**config.mk**
```make
export PLATFORM = sky130hd
export DESIGN_NAME = spi_adc_slave_flat
export DESIGN_NICKNAME = d
export VERILOG_FILES = /design/src/rtl/spi_adc_slave_pkg.sv /design/src/rtl/spi_adc_slave_if.sv /design/src/rtl/spi_sync_edge.sv /design/src/rtl/spi_adc_slave.sv /design/src/flat_wrapper.sv
export SDC_FILE = /design/constraint.sdc
export NUM_CORES = 1
export LEC_CHECK = 0
export CAP_MARGIN = 10
export CELL_PAD_IN_SITES_DETAIL_PLACEMENT = 0
export CELL_PAD_IN_SITES_GLOBAL_PLACEMENT = 1
export CORE_AREA = 2 2 66 68
export CTS_BUF_LIST = sky130_fd_sc_hd__clkbuf_4 sky130_fd_sc_hd__clkbuf_8 sky130_fd_sc_hd__clkbuf_16
export DETAILED_ROUTE_END_ITERATION = 10
export DIE_AREA = 0 0 68 70
export PLACE_DENSITY = 0.83
export SLEW_MARGIN = 15
export SYNTH_ARGS = -nofsm -noshare
export SYNTH_HDL_FRONTEND = slang
export SYNTH_SLANG_ARGS = --single-unit
export TNS_END_PERCENT = 1
```
**constraint.sdc**
```tcl
create_clock -name clk -period 3.9 [get_ports clk]
set_clock_uncertainty 0.1 [all_clocks]
set_input_delay 0.39 -clock clk [delete_from_list [all_inputs] [get_ports clk]]
set_output_delay 0.39 -clock clk [all_outputs]
set_load 0.02 [all_outputs]
```
**src/rtl/spi_adc_slave_pkg.sv**
```systemverilog
// Shared definitions for the SPI ADC emulator.
//  - Default geometry of the serial frame and the derived FRAME_LEN / CNT_W.
//  - Frame FSM state type and state constants.
//  - Default sdata level while deselected.
// No ports (package).
package spi_adc_pkg;

  localparam int DATA_W_DEF      = 8;
  localparam int LEAD_ZEROS_DEF  = 3;
  localparam int TRAIL_ZEROS_DEF = 4;
  localparam int SYNC_STAGES_DEF = 2;

  // Bits on the wire per frame: leading zeros, sample (MSB first), trailing zeros.
  localparam int FRAME_LEN = LEAD_ZEROS_DEF + DATA_W_DEF + TRAIL_ZEROS_DEF;
  localparam int CNT_W     = $clog2(FRAME_LEN + 1);

  localparam logic IDLE_LEVEL_DEF = 1'b1;

  typedef logic [1:0] state_t;
  localparam state_t ST_IDLE  = 2'd0;
  localparam state_t ST_SHIFT = 2'd1;
  localparam state_t ST_TAIL  = 2'd2;

endpackage

```
**src/rtl/spi_adc_slave_if.sv**
```systemverilog
// Bus bundle between an SPI master / sample source and spi_adc_slave.
//  sclk, cs_n    : SPI clock and active-low select (master -> slave)
//  sdata         : serial data (slave -> master)
//  sample_data,
//  sample_valid  : parallel sample offered by the source (master side)
//  sample_ready  : slave can take a sample (slave -> source)
// Modports: master (drives SPI pins and samples), slave (the ADC emulator).
interface spi_adc_slave_if
  import spi_adc_pkg::*;
#(
  parameter int DATA_W = DATA_W_DEF
) ();

  logic              sclk;
  logic              cs_n;
  logic              sdata;
  logic [DATA_W-1:0] sample_data;
  logic              sample_valid;
  logic              sample_ready;

  modport master (
    output sclk, cs_n, sample_data, sample_valid,
    input  sdata, sample_ready
  );

  modport slave (
    input  sclk, cs_n, sample_data, sample_valid,
    output sdata, sample_ready
  );

endinterface

```
**src/rtl/spi_sync_edge.sv**
```systemverilog
// Multi-flop synchronizer for an asynchronous pin, followed by one edge-detect
// flop producing single-clk rise/fall pulses.
// Ports:
//  clk, rst : system clock, synchronous active-high reset
//  din      : asynchronous input pin
//  rise     : 1-clk pulse on a synchronized 0->1 transition
//  fall     : 1-clk pulse on a synchronized 1->0 transition
module spi_sync_edge #(
  parameter int STAGES = 2
) (
  input  logic clk,
  input  logic rst,
  input  logic din,
  output logic rise,
  output logic fall
);

  logic [STAGES-1:0] sync_reg;
  logic              prev_reg;
  // Tracks how far real pin samples have travelled down the chain since reset.
  // Edges are suppressed until the edge-detect flop holds a real sample, so a
  // pin that is already low at reset release is not mistaken for a fall.
  logic [STAGES:0]   vld_reg;

  always_ff @(posedge clk) begin
    if (rst) sync_reg[0] <= 1'b0;
    else     sync_reg[0] <= din;
  end

  for (genvar gi = 1; gi < STAGES; gi++) begin : g_sync
    always_ff @(posedge clk) begin
      if (rst) sync_reg[gi] <= 1'b0;
      else     sync_reg[gi] <= sync_reg[gi-1];
    end
  end

  always_ff @(posedge clk) begin
    if (rst) begin
      prev_reg <= 1'b0;
      vld_reg  <= '0;
    end else begin
      prev_reg <= sync_reg[STAGES-1];
      vld_reg  <= {vld_reg[STAGES-1:0], 1'b1};
    end
  end

  assign rise = vld_reg[STAGES] &  sync_reg[STAGES-1] & ~prev_reg;
  assign fall = vld_reg[STAGES] & ~sync_reg[STAGES-1] &  prev_reg;

endmodule

```
**src/rtl/spi_adc_slave.sv**
```systemverilog
// SPI responder emulating an 8-bit serial ADC. A one-deep holding register
// takes parallel samples; each cs_n-low frame shifts out
// {LEAD_ZEROS zeros, sample MSB first, TRAIL_ZEROS zeros} on sclk falling edges.
// sclk and cs_n are oversampled in the clk domain (pin-to-sdata SYNC_STAGES+1 clk).
// Ports:
//  clk, rst    : system clock, synchronous active-high reset
//  bus (slave) : sclk, cs_n, sdata, sample_data/valid/ready
//  busy        : frame in progress
//  frame_done  : 1-clk pulse, full frame sent and cs_n returned high
//  underrun    : 1-clk pulse, frame started with no sample available
//  abort       : 1-clk pulse, cs_n rose before the frame completed
//  sdata_oe    : (only with SPI_ADC_SLAVE_OE_EN) output enable, equals busy;
//                sdata is then forced 0 while not enabled.
module spi_adc_slave
  import spi_adc_pkg::*;
#(
  parameter int   DATA_W      = DATA_W_DEF,
  parameter int   LEAD_ZEROS  = LEAD_ZEROS_DEF,
  parameter int   TRAIL_ZEROS = TRAIL_ZEROS_DEF,
  parameter int   SYNC_STAGES = SYNC_STAGES_DEF,
  parameter logic IDLE_LEVEL  = IDLE_LEVEL_DEF
) (
  input  logic                  clk,
  input  logic                  rst,
  spi_adc_slave_if.slave        bus,
  output logic                  busy,
  output logic                  frame_done,
  output logic                  underrun,
  output logic                  abort
`ifdef SPI_ADC_SLAVE_OE_EN
  ,
  output logic                  sdata_oe
`endif
);

  localparam int FRM_LEN  = LEAD_ZEROS + DATA_W + TRAIL_ZEROS;
  localparam int CNT_BITS = $clog2(FRM_LEN + 1);

  logic sclk_fall, sclk_rise_unused;
  logic cs_fall, cs_rise;

  spi_sync_edge #(.STAGES(SYNC_STAGES)) u_sclk_sync (
    .clk  (clk),
    .rst  (rst),
    .din  (bus.sclk),
    .rise (sclk_rise_unused),
    .fall (sclk_fall)
  );

  spi_sync_edge #(.STAGES(SYNC_STAGES)) u_cs_sync (
    .clk  (clk),
    .rst  (rst),
    .din  (bus.cs_n),
    .rise (cs_rise),
    .fall (cs_fall)
  );

  state_t              state_reg;
  logic [FRM_LEN-1:0]  shift_reg;
  logic [CNT_BITS-1:0] cnt_reg;
  logic [DATA_W-1:0]   hold_reg;
  logic                full_reg;
  logic                sdata_reg;
  logic                frame_done_reg, underrun_reg, abort_reg;

  logic accept, load;
  assign accept = bus.sample_valid && !full_reg;
  assign load   = (state_reg == ST_IDLE) && cs_fall;

  always_ff @(posedge clk) begin
    if (rst) begin
      state_reg      <= ST_IDLE;
      shift_reg      <= '0;
      cnt_reg        <= '0;
      hold_reg       <= '0;
      full_reg       <= 1'b0;
      sdata_reg      <= IDLE_LEVEL;
      frame_done_reg <= 1'b0;
      underrun_reg   <= 1'b0;
      abort_reg      <= 1'b0;
    end else begin
      frame_done_reg <= 1'b0;
      underrun_reg   <= 1'b0;
      abort_reg      <= 1'b0;

      // A write that coincides with a frame load is routed straight into the
      // shift register by the load branch below instead.
      if (accept && !load) begin
        hold_reg <= bus.sample_data;
        full_reg <= 1'b1;
      end

      case (state_reg)
        ST_IDLE: begin
          sdata_reg <= IDLE_LEVEL;
          // Any sclk edge seen with the cs_n fall is absorbed by the load.
          if (cs_fall) begin
            if (full_reg) begin
              shift_reg <= {{LEAD_ZEROS{1'b0}}, hold_reg, {TRAIL_ZEROS{1'b0}}};
              full_reg  <= 1'b0;
            end else if (bus.sample_valid) begin
              shift_reg <= {{LEAD_ZEROS{1'b0}}, bus.sample_data, {TRAIL_ZEROS{1'b0}}};
            end else begin
              shift_reg    <= '0;
              underrun_reg <= 1'b1;
            end
            cnt_reg   <= '0;
            state_reg <= ST_SHIFT;
          end
        end

        ST_SHIFT: begin
          if (cs_rise) begin
            abort_reg <= 1'b1;
            sdata_reg <= IDLE_LEVEL;
            state_reg <= ST_IDLE;
          end else if (sclk_fall) begin
            sdata_reg <= shift_reg[FRM_LEN-1];
            shift_reg <= {shift_reg[FRM_LEN-2:0], 1'b0};
            cnt_reg   <= cnt_reg + 1'b1;
            if (cnt_reg == CNT_BITS'(FRM_LEN - 1)) state_reg <= ST_TAIL;
          end
        end

        ST_TAIL: begin
          sdata_reg <= 1'b0;
          if (cs_rise) begin
            frame_done_reg <= 1'b1;
            sdata_reg      <= IDLE_LEVEL;
            state_reg      <= ST_IDLE;
          end
        end

        default: state_reg <= ST_IDLE;
      endcase
    end
  end

  assign busy             = (state_reg != ST_IDLE);
  assign frame_done       = frame_done_reg;
  assign underrun         = underrun_reg;
  assign abort            = abort_reg;
  assign bus.sample_ready = !full_reg;

`ifdef SPI_ADC_SLAVE_OE_EN
  assign sdata_oe  = busy;
  assign bus.sdata = busy ? sdata_reg : 1'b0;
`else
  assign bus.sdata = sdata_reg;
`endif

endmodule

```
**src/flat_wrapper.sv**
```systemverilog
// flat-port wrapper written by rule: the top's interface ports become plain ports
module spi_adc_slave_flat import spi_adc_pkg::*;
#(
  parameter int   DATA_W      = DATA_W_DEF,
  parameter int   LEAD_ZEROS  = LEAD_ZEROS_DEF,
  parameter int   TRAIL_ZEROS = TRAIL_ZEROS_DEF,
  parameter int   SYNC_STAGES = SYNC_STAGES_DEF,
  parameter logic IDLE_LEVEL  = IDLE_LEVEL_DEF
)
  (clk, rst, busy, frame_done, underrun, abort, bus_sclk, bus_cs_n, bus_sample_data, bus_sample_valid, bus_sdata, bus_sample_ready);
  spi_adc_slave_if #(.DATA_W(DATA_W)) bus_i ();
  input  logic clk;
  input  logic rst;
  output logic busy;
  output logic frame_done;
  output logic underrun;
  output logic abort;
  input wire logic [$bits(bus_i.sclk)-1:0] bus_sclk;
  input wire logic [$bits(bus_i.cs_n)-1:0] bus_cs_n;
  input wire logic [$bits(bus_i.sample_data)-1:0] bus_sample_data;
  input wire logic [$bits(bus_i.sample_valid)-1:0] bus_sample_valid;
  output wire logic [$bits(bus_i.sdata)-1:0] bus_sdata;
  output wire logic [$bits(bus_i.sample_ready)-1:0] bus_sample_ready;
  assign bus_i.sclk = bus_sclk;
  assign bus_i.cs_n = bus_cs_n;
  assign bus_i.sample_data = bus_sample_data;
  assign bus_i.sample_valid = bus_sample_valid;
  assign bus_sdata = bus_i.sdata;
  assign bus_sample_ready = bus_i.sample_ready;
  spi_adc_slave #(.DATA_W(DATA_W), .LEAD_ZEROS(LEAD_ZEROS), .TRAIL_ZEROS(TRAIL_ZEROS), .SYNC_STAGES(SYNC_STAGES), .IDLE_LEVEL(IDLE_LEVEL)) u_core (.clk(clk), .rst(rst), .bus(bus_i), .busy(busy), .frame_done(frame_done), .underrun(underrun), .abort(abort));
endmodule
```
==> qor.txt, run 1 <==
Reg clk slew, reported paths - 0.08 ns
final-stage net count - 236
Die Y - 70 um
Cell variety after synth - 31
initial antenna violation count - 0
placed cells - 260
Post-CTS Resized - 0
number of synthesized flops with an enable pin - 0
router iterations before antenna repair - 4
Placement Cell Area - 1961 sq um
filler cell count in the final layout - 415
# port buffers - 18
Seq cells post-synth - 39
n_diodes - 0
Primary FF master, synth - dfxtp_1
worst min path class - flop to flop
Net Count, Synth - 223
setup tns final - 0 ns
post-layout min period - 2.600 ns
clock buffer depth - 2
Final Hold Fails - 0
# rows - 24
Die W - 68 um
routed len/inst - 13.42 um
Starting DRT DRC Count - 85
pre-CTS worst setup slack - 1.377 ns
total congestion overflow - 0
CTS tree - built
drt via density - 5.280
H-tree levels - 2
Remaining DRCs - 0
crit path max fanout - 17
clock sinks - 39
routability congestion estimate - 0.8483
Worst Max-Slew Pin Slew - 0.9320 ns
Setup violations, final - 0
Setup WS post-layout - 1.300 ns
reg-to-reg startpoint - u_core.state_reg[1]
Data arrival, critical path - 2.72 ns
final instance area - 2073 sq um
Core ar. - 4144 sq um
r2r worst-path depth - 6
Max IR drop VDD - 0.1997 mV
max reg flops - 11
Slew Limit Fails - 0
fmax - 0.3847 GHz
Post-synth ARST share - 0
Antenna Nets Post-Route - 0
outcome - finished, final reports clean
cts hold-fix bufs - 0
RSZ-0062 raised after global routing - false
CP Cell Sequence - inv_1 > ha_1 > inv_2 > o21ai_1 > o2111ai_1 > a21oi_1
Syn Inst Count - 202
Worst-Skew Late Latency - 0.29 ns
die area - 4760 sq um
IO Pins - 19
CP max stage cell - o21ai_1
Syn. warnings - 0
fraction of layout cells with a size suffix above 1 - 0.04630
crit share post-route - 0.6665
largest net degree at the start of global routing - 37
CTS root buf - clkbuf_8
post-CTS setup buffers - 0
final wirelength - 3597 um
HPWL after DPL - 2443 um
startpoint types - flop
r2r setup slk - 1.30 ns
Layout Area Growth over Synthesis - 17.60%
CP Capture Type - flop
RR Endpoint - u_core.shift_reg[9]
kind of critical path - flop to flop
Slew HR - 0.3745
global-route wire length before repair - 6265 um
final cell count without fillers - 268
vias - 1415
Critical Path Max Stage Delay - 0.78 ns
P_leak - 0.0008148 uW
All-Layer GR Usage - 0.1718
CP Capture Point - u_core.shift_reg[9]
Cell Pwr Density - 473.7 nW/um^2
number of global-route vias before repair - 1346
post-synthesis area per instance - 8.727 sq um
Min Hold Slack - 0.3420 ns
max cap viols - 0
register area share after synthesis - 0.4429
Critical Path RT - 4.02 ns
Starting Density - 0.4254
worst setup path start - u_core.state_reg[1]
CTS Buf Count - 5
Post-Syn Area - 1763 sq um
## placed cells by master, fill, tap and decap left out, types with 2 or more instances in the layout
master           Yosys  layout
a21oi_1             24      24
and3_1               3       3
and3b_1              2       2
clkbuf_8             0       5
clkdlybuf4s50_1      0      18
dfxtp_1             39      39
ha_1                 8       8
inv_1                6       6
mux2i_1             11      11
nand2_1             14      14
nand3_1              4       4
nand4_1              4       4
nand4b_1             2       2
nor2_1              12      12
nor2b_1             12      12
nor3_1               2       2
o2111ai_1            8       8
o21ai_0             24      23
o21ai_1              1       2
or3_1                2       2
## report_power, final
group / total [uW] / internal (uW) / switching, uW
logic: 216 / 79.4 / 136
clock network: 337 / 190 / 147
registers: 429 / 415 / 14.5
total: 982 / 685 / 298
## worst min-delay path by stage
stage / start / end / slack (ns) / depth (start not counted)
floorplan: u_core.u_cs_sync.sync_reg[0] / u_core.u_cs_sync.sync_reg[1] / 0.31 / 1
global placement: u_core.u_sclk_sync.sync_reg[0] / u_core.u_sclk_sync.sync_reg[1] / 0.32 / 1
detailed placement: u_core.u_cs_sync.vld_reg[1] / u_core.u_sclk_sync.vld_reg[2] / 0.33 / 1
CTS: u_core.u_cs_sync.vld_reg[1] / u_core.u_sclk_sync.vld_reg[2] / 0.35 / 1
global route: u_core.u_sclk_sync.sync_reg[0] / u_core.u_sclk_sync.sync_reg[1] / 0.36 / 1
finish: u_core.u_sclk_sync.vld_reg[0] / u_core.u_cs_sync.vld_reg[1] / 0.34 / 1
## area by class of cell
type | count | area [sq um] | area share
Tap cell | 52 | 65.06 | 0.03138
Clock inverter | 3 | 43.79 | 0.02112
Inverter | 7 | 26.28 | 0.01267
Sequential cell | 39 | 780.7 | 0.3766
Clock buffer | 5 | 68.82 | 0.03319
Multi-Input combinational cell | 143 | 900.9 | 0.4345
Timing Repair Buffer | 19 | 187.7 | 0.09052
## per-stage QoR
stage	power (uW)	util
2_1_floorplan	591.3	-
3_3_place_gp	650.9	0.4731
3_5_place_dp	652.2	0.4731
4_1_cts	989.7	0.5003
5_1_grt	1037	0.5003
6_report	982.1	0.5003
## synthesized netlist by cell type, types with 2 or more instances
master	instances	area [sq um]
dfxtp_1	39	780.8
clkbuf_1	8	30.03
nand2_1	14	52.55
nor2b_1	12	75.07
nor3_1	2	10.01
ha_1	8	100.1
nand4b_1	2	17.52
a21oi_1	24	120.1
and3_1	3	18.77
nand3_1	4	20.02
and3b_1	2	17.52
o21ai_0	24	120.1
inv_1	6	22.52
o2111ai_1	8	70.07
buf_2	5	25.02
nor2_1	12	45.04
nand4_1	4	25.02
or3_1	2	12.51
mux2i_1	11	110.1
## worst max-delay path: cells and delay by family, from the launching register on
family | cells | cell delay [ns]
AOI/OAI and AO/OA | 3 | 1.19
adders and majority gates | 1 | 0.57
DFF | 1 | 0.33
buffers and inverters | 2 | 0.33
## per-layer routing
layer / GRT usage / vias to the layer above / part of all wire
met4: 0.06000 / 0 / 0.015
met3: 0.04831 / 4 / 0.034
met5: 0 / - / 0
met2: 0.2470 / 20 / 0.44
li1: - / 746 / -
met1: 0.2434 / 645 / 0.51
## cells by family after synthesis
family,after synthesis,share of synthesized area
and+or+nand+nor,63,0.1945
AOI/OAI and AO/OA,61,0.1973
DFF,39,0.4429
buffers and inverters,20,0.04613
muxes,11,0.06246
adders and majority gates,8,0.05678
Note: power is estimated with default switching activity, not from simulation.
==> run 2: changes to the inputs <==
--- a/config.mk
+++ b/config.mk
@@ -8,11 +8,11 @@
 export CAP_MARGIN = 10
 export CELL_PAD_IN_SITES_DETAIL_PLACEMENT = 0
 export CELL_PAD_IN_SITES_GLOBAL_PLACEMENT = 1
-export CORE_AREA = 2 2 66 68
+export CORE_AREA = 2 2 68 70
 export CTS_BUF_LIST = sky130_fd_sc_hd__clkbuf_4 sky130_fd_sc_hd__clkbuf_8 sky130_fd_sc_hd__clkbuf_16
 export DETAILED_ROUTE_END_ITERATION = 10
-export DIE_AREA = 0 0 68 70
-export PLACE_DENSITY = 0.83
+export DIE_AREA = 0 0 70 72
+export PLACE_DENSITY = 0.79
 export SLEW_MARGIN = 15
 export SYNTH_ARGS = -nofsm -noshare
 export SYNTH_HDL_FRONTEND = slang
==> constraint.sdc (replaced) <==
create_clock -name clk -period 2.5 [get_ports clk]
set_clock_uncertainty 0.1 [all_clocks]
set_input_delay 0.25 -clock clk [delete_from_list [all_inputs] [get_ports clk]]
set_output_delay 0.25 -clock clk [all_outputs]
set_load 0.02 [all_outputs]
==> run 2 against run 1 <==
  * Die area grew 5.9%
  * Wire length is 6.0% higher
  * Global-route usage shrank 0.34 points
  * Largest power group unchanged
==> qor.txt, run 2 (synthesized netlist as in run 1, its figures left out) <==
RSZ-0062 raised after global routing - false
Slew HR - 0.6446 (+0.2701)
Layout Area Growth over Synthesis - 21.29%
CP Cell Sequence - inv_1 > ha_1 > inv_1 > clkdlybuf4s50_1
Clock Power Share - 0.343 (about the same)
Die Y - 72 um (+2.9%)
setup tns final - 0 ns (unchanged)
Flop pwr share - 0.419 (-0.018)
initial antenna violation count - 0 (unchanged)
max cap viols - 0 (unchanged)
global-route wire length before repair - 6782 um (+8.3%)
met2 Resource Use GR - 0.2593 (+0.01223)
n_diodes - 0 (unchanged)
Post-CTS Resized - 0 (unchanged)
CP Capture Point - busy
met1 usage - 0.2288 (-0.01466)
outcome - finished, final reports clean
CTS root buf - clkbuf_8
H-tree levels - 2 (unchanged)
GR met3 Demand/Resource - 0.04583 (-0.002476)
number of global-route vias before repair - 1428 (+6.1%)
most crowded layer after global routing - met2
sw frac - 0.2937 (-0.009242)
fmax - 0.4653 GHz
total congestion overflow - 0 (unchanged)
max reg flops - 11 (unchanged)
Final Hold Fails - 0 (unchanged)
Data arrival, critical path - 1.80 ns (-0.92 ns)
kind of critical path - flop to output pin
HPWL after DPL - 2624 um (+7.4%)
final-stage net count - 244 (+3.4%)
utilization after layout - 0.5015 (+0.001165)
Cell Pwr Density - 740.1 nW/um^2 (+56%)
fraction of layout cells with a size suffix above 1 - 0.08036 (+0.03406)
All-Layer GR Usage - 0.1683 (-0.003433)
Slew Limit Fails - 0 (unchanged)
reg-to-reg startpoint - u_core.state_reg[1]
Critical Path Max Stage Delay - 0.61 ns (-0.17 ns)
Worst-Skew Late Latency - 0.29 ns (about the same)
# port buffers - 18 (unchanged)
Core ar. - 4264 sq um (+2.9%)
worst setup path start - u_core.state_reg[0]
vias - 1479 (+4.5%)
Gate power share - 0.238 (+0.019)
RR Endpoint - u_core.cnt_reg[3]
clock sinks - 39 (unchanged)
Critical Path RT - 2.15 ns (-1.87 ns)
Sw Pwr - 464.8 uW (+56%)
CTS Buf Count - 5 (unchanged)
area of the multi-input gates - 900.9 sq um (unchanged)
Die W - 70 um (+2.9%)
Remaining DRCs - 0 (unchanged)
post-CTS setup buffers - 0 (unchanged)
Antenna Nets Post-Route - 0 (unchanged)
post-layout min period - 2.149 ns
Pint - 1118 uW (+63%)
router iterations before antenna repair - 4 (unchanged)
Starting DRT DRC Count - 72 (-15%)
commonest non-fill, non-tap cell in the layout - dfxtp_1
cts hold-fix bufs - 0 (unchanged)
r2r worst-path depth - 6 (unchanged)
r2r setup slk - 0.54 ns (-0.76 ns)
Worst Max-Slew Pin Slew - 0.5317 ns (-0.4004 ns)
largest net degree at the start of global routing - 20 (-46%)
P_leak - 0.0008559 uW (+5.1%)
most frequent cells in the layout - dfxtp_1 (39), a21oi_1 (24), o21ai_0 (24)
CP Capture Type - output pin
drt via density - 5.359 (+1.5%)
filler cell count in the final layout - 424 (+2.2%)
CTS tree - built
Reg clk slew, reported paths - 0.08 ns (about the same)
Register Area - 780.7 sq um (unchanged)
worst min path class - flop to flop
# rows - 24 (unchanged)
startpoint types - flop
kind of cell adding the most delay to the critical path - buffers and inverters
WP buf/inv - 3 (+1)
most used cell, CP - inv_1
Starting Density - 0.4134 (-0.01198)
crit path max fanout - 6 (-11)
CP max stage cell - clkdlybuf4s50_1
WP depth - 4 (-2)
Max IR drop VDD - 0.3401 mV (+70%)
routed len/inst - 13.81 um (+2.9%)
Setup violations, final - 0 (unchanged)
die area - 5040 sq um (+5.9%)
IO Pins - 19 (unchanged)
crit share post-route - 0.8597
routability congestion estimate - 0.7960 (-6.2%)
clock buffer depth - 2 (unchanged)
final wirelength - 3812 um (+6.0%)
==> run 2: area by class of cell <==
type | count | area share
Multi-Input combinational cell | 143 | 0.4213
Tap cell | 52 | 0.03043
Sequential cell | 39 | 0.3651
Clock inverter | 2 | 0.01638
Timing Repair Buffer | 27 | 0.1159
Clock buffer | 6 | 0.03862
Inverter | 7 | 0.01229
==> run 2: power by group through the flow <==
stage | clock network, uW | logic (uW) | registers (uW)
floorplan | 0 | 245 | 678
global placement | 0 | 375 | 676
detailed placement | 0 | 376 | 678
CTS | 559 | 379 | 663
global route | 587 | 421 | 668
finish | 542 | 377 | 663
==> run 2: metrics by stage <==
step / cell area (sq um) / hold slack [ns] / worst slack (ns) / power, uW / std cells
final: 2138 / 0.3387 / 0.3508 / 1582 / 276
after global routing: 2138 / 0.3644 / 0.2420 / 1675 / 276
after CTS: 2138 / 0.3417 / 0.3488 / 1601 / 276
after detailed placement: 2021 / 0.3223 / 0.5728 / 1055 / 268
after global placement: 2021 / 0.3165 / 0.6446 / 1051 / 268
after floorplan: 1763 / 0.2782 / 0.7717 / 922.4 / 202
==> run 2: how the worst min path moves through the flow <==
| stage | slack (ns) | endpoint | cells past startpoint | from |
|---|---|---|---|---|
| finish | 0.34 | u_core.u_sclk_sync.sync_reg[1] | 1 | u_core.u_sclk_sync.sync_reg[0] |
| global route | 0.36 | u_core.u_cs_sync.sync_reg[1] | 1 | u_core.u_cs_sync.sync_reg[0] |
| CTS | 0.34 | u_core.u_sclk_sync.sync_reg[1] | 1 | u_core.u_sclk_sync.sync_reg[0] |
| detailed placement | 0.32 | u_core.u_sclk_sync.sync_reg[1] | 1 | u_core.u_sclk_sync.sync_reg[0] |
| global placement | 0.32 | u_core.u_sclk_sync.sync_reg[1] | 1 | u_core.u_sclk_sync.sync_reg[0] |
| floorplan | 0.28 | u_core.u_cs_sync.sync_reg[0] | 1 | bus_cs_n |
==> run 2: metal layers <==
metal	up-vias	routed length, um
met3	4	124
met2	23	1768
met1	695	1885
met5	-	0
li1	757	-
met4	0	34
==> run 2: worst register-to-register path: cells and delay by family (launching register included) <==
kind,cells,cell delay [ns]
buffers and inverters,1,0.14
and+or+nand+nor,3,0.65
adders and majority gates,1,0.40
DFF,1,0.33
AOI/OAI and AO/OA,1,0.29
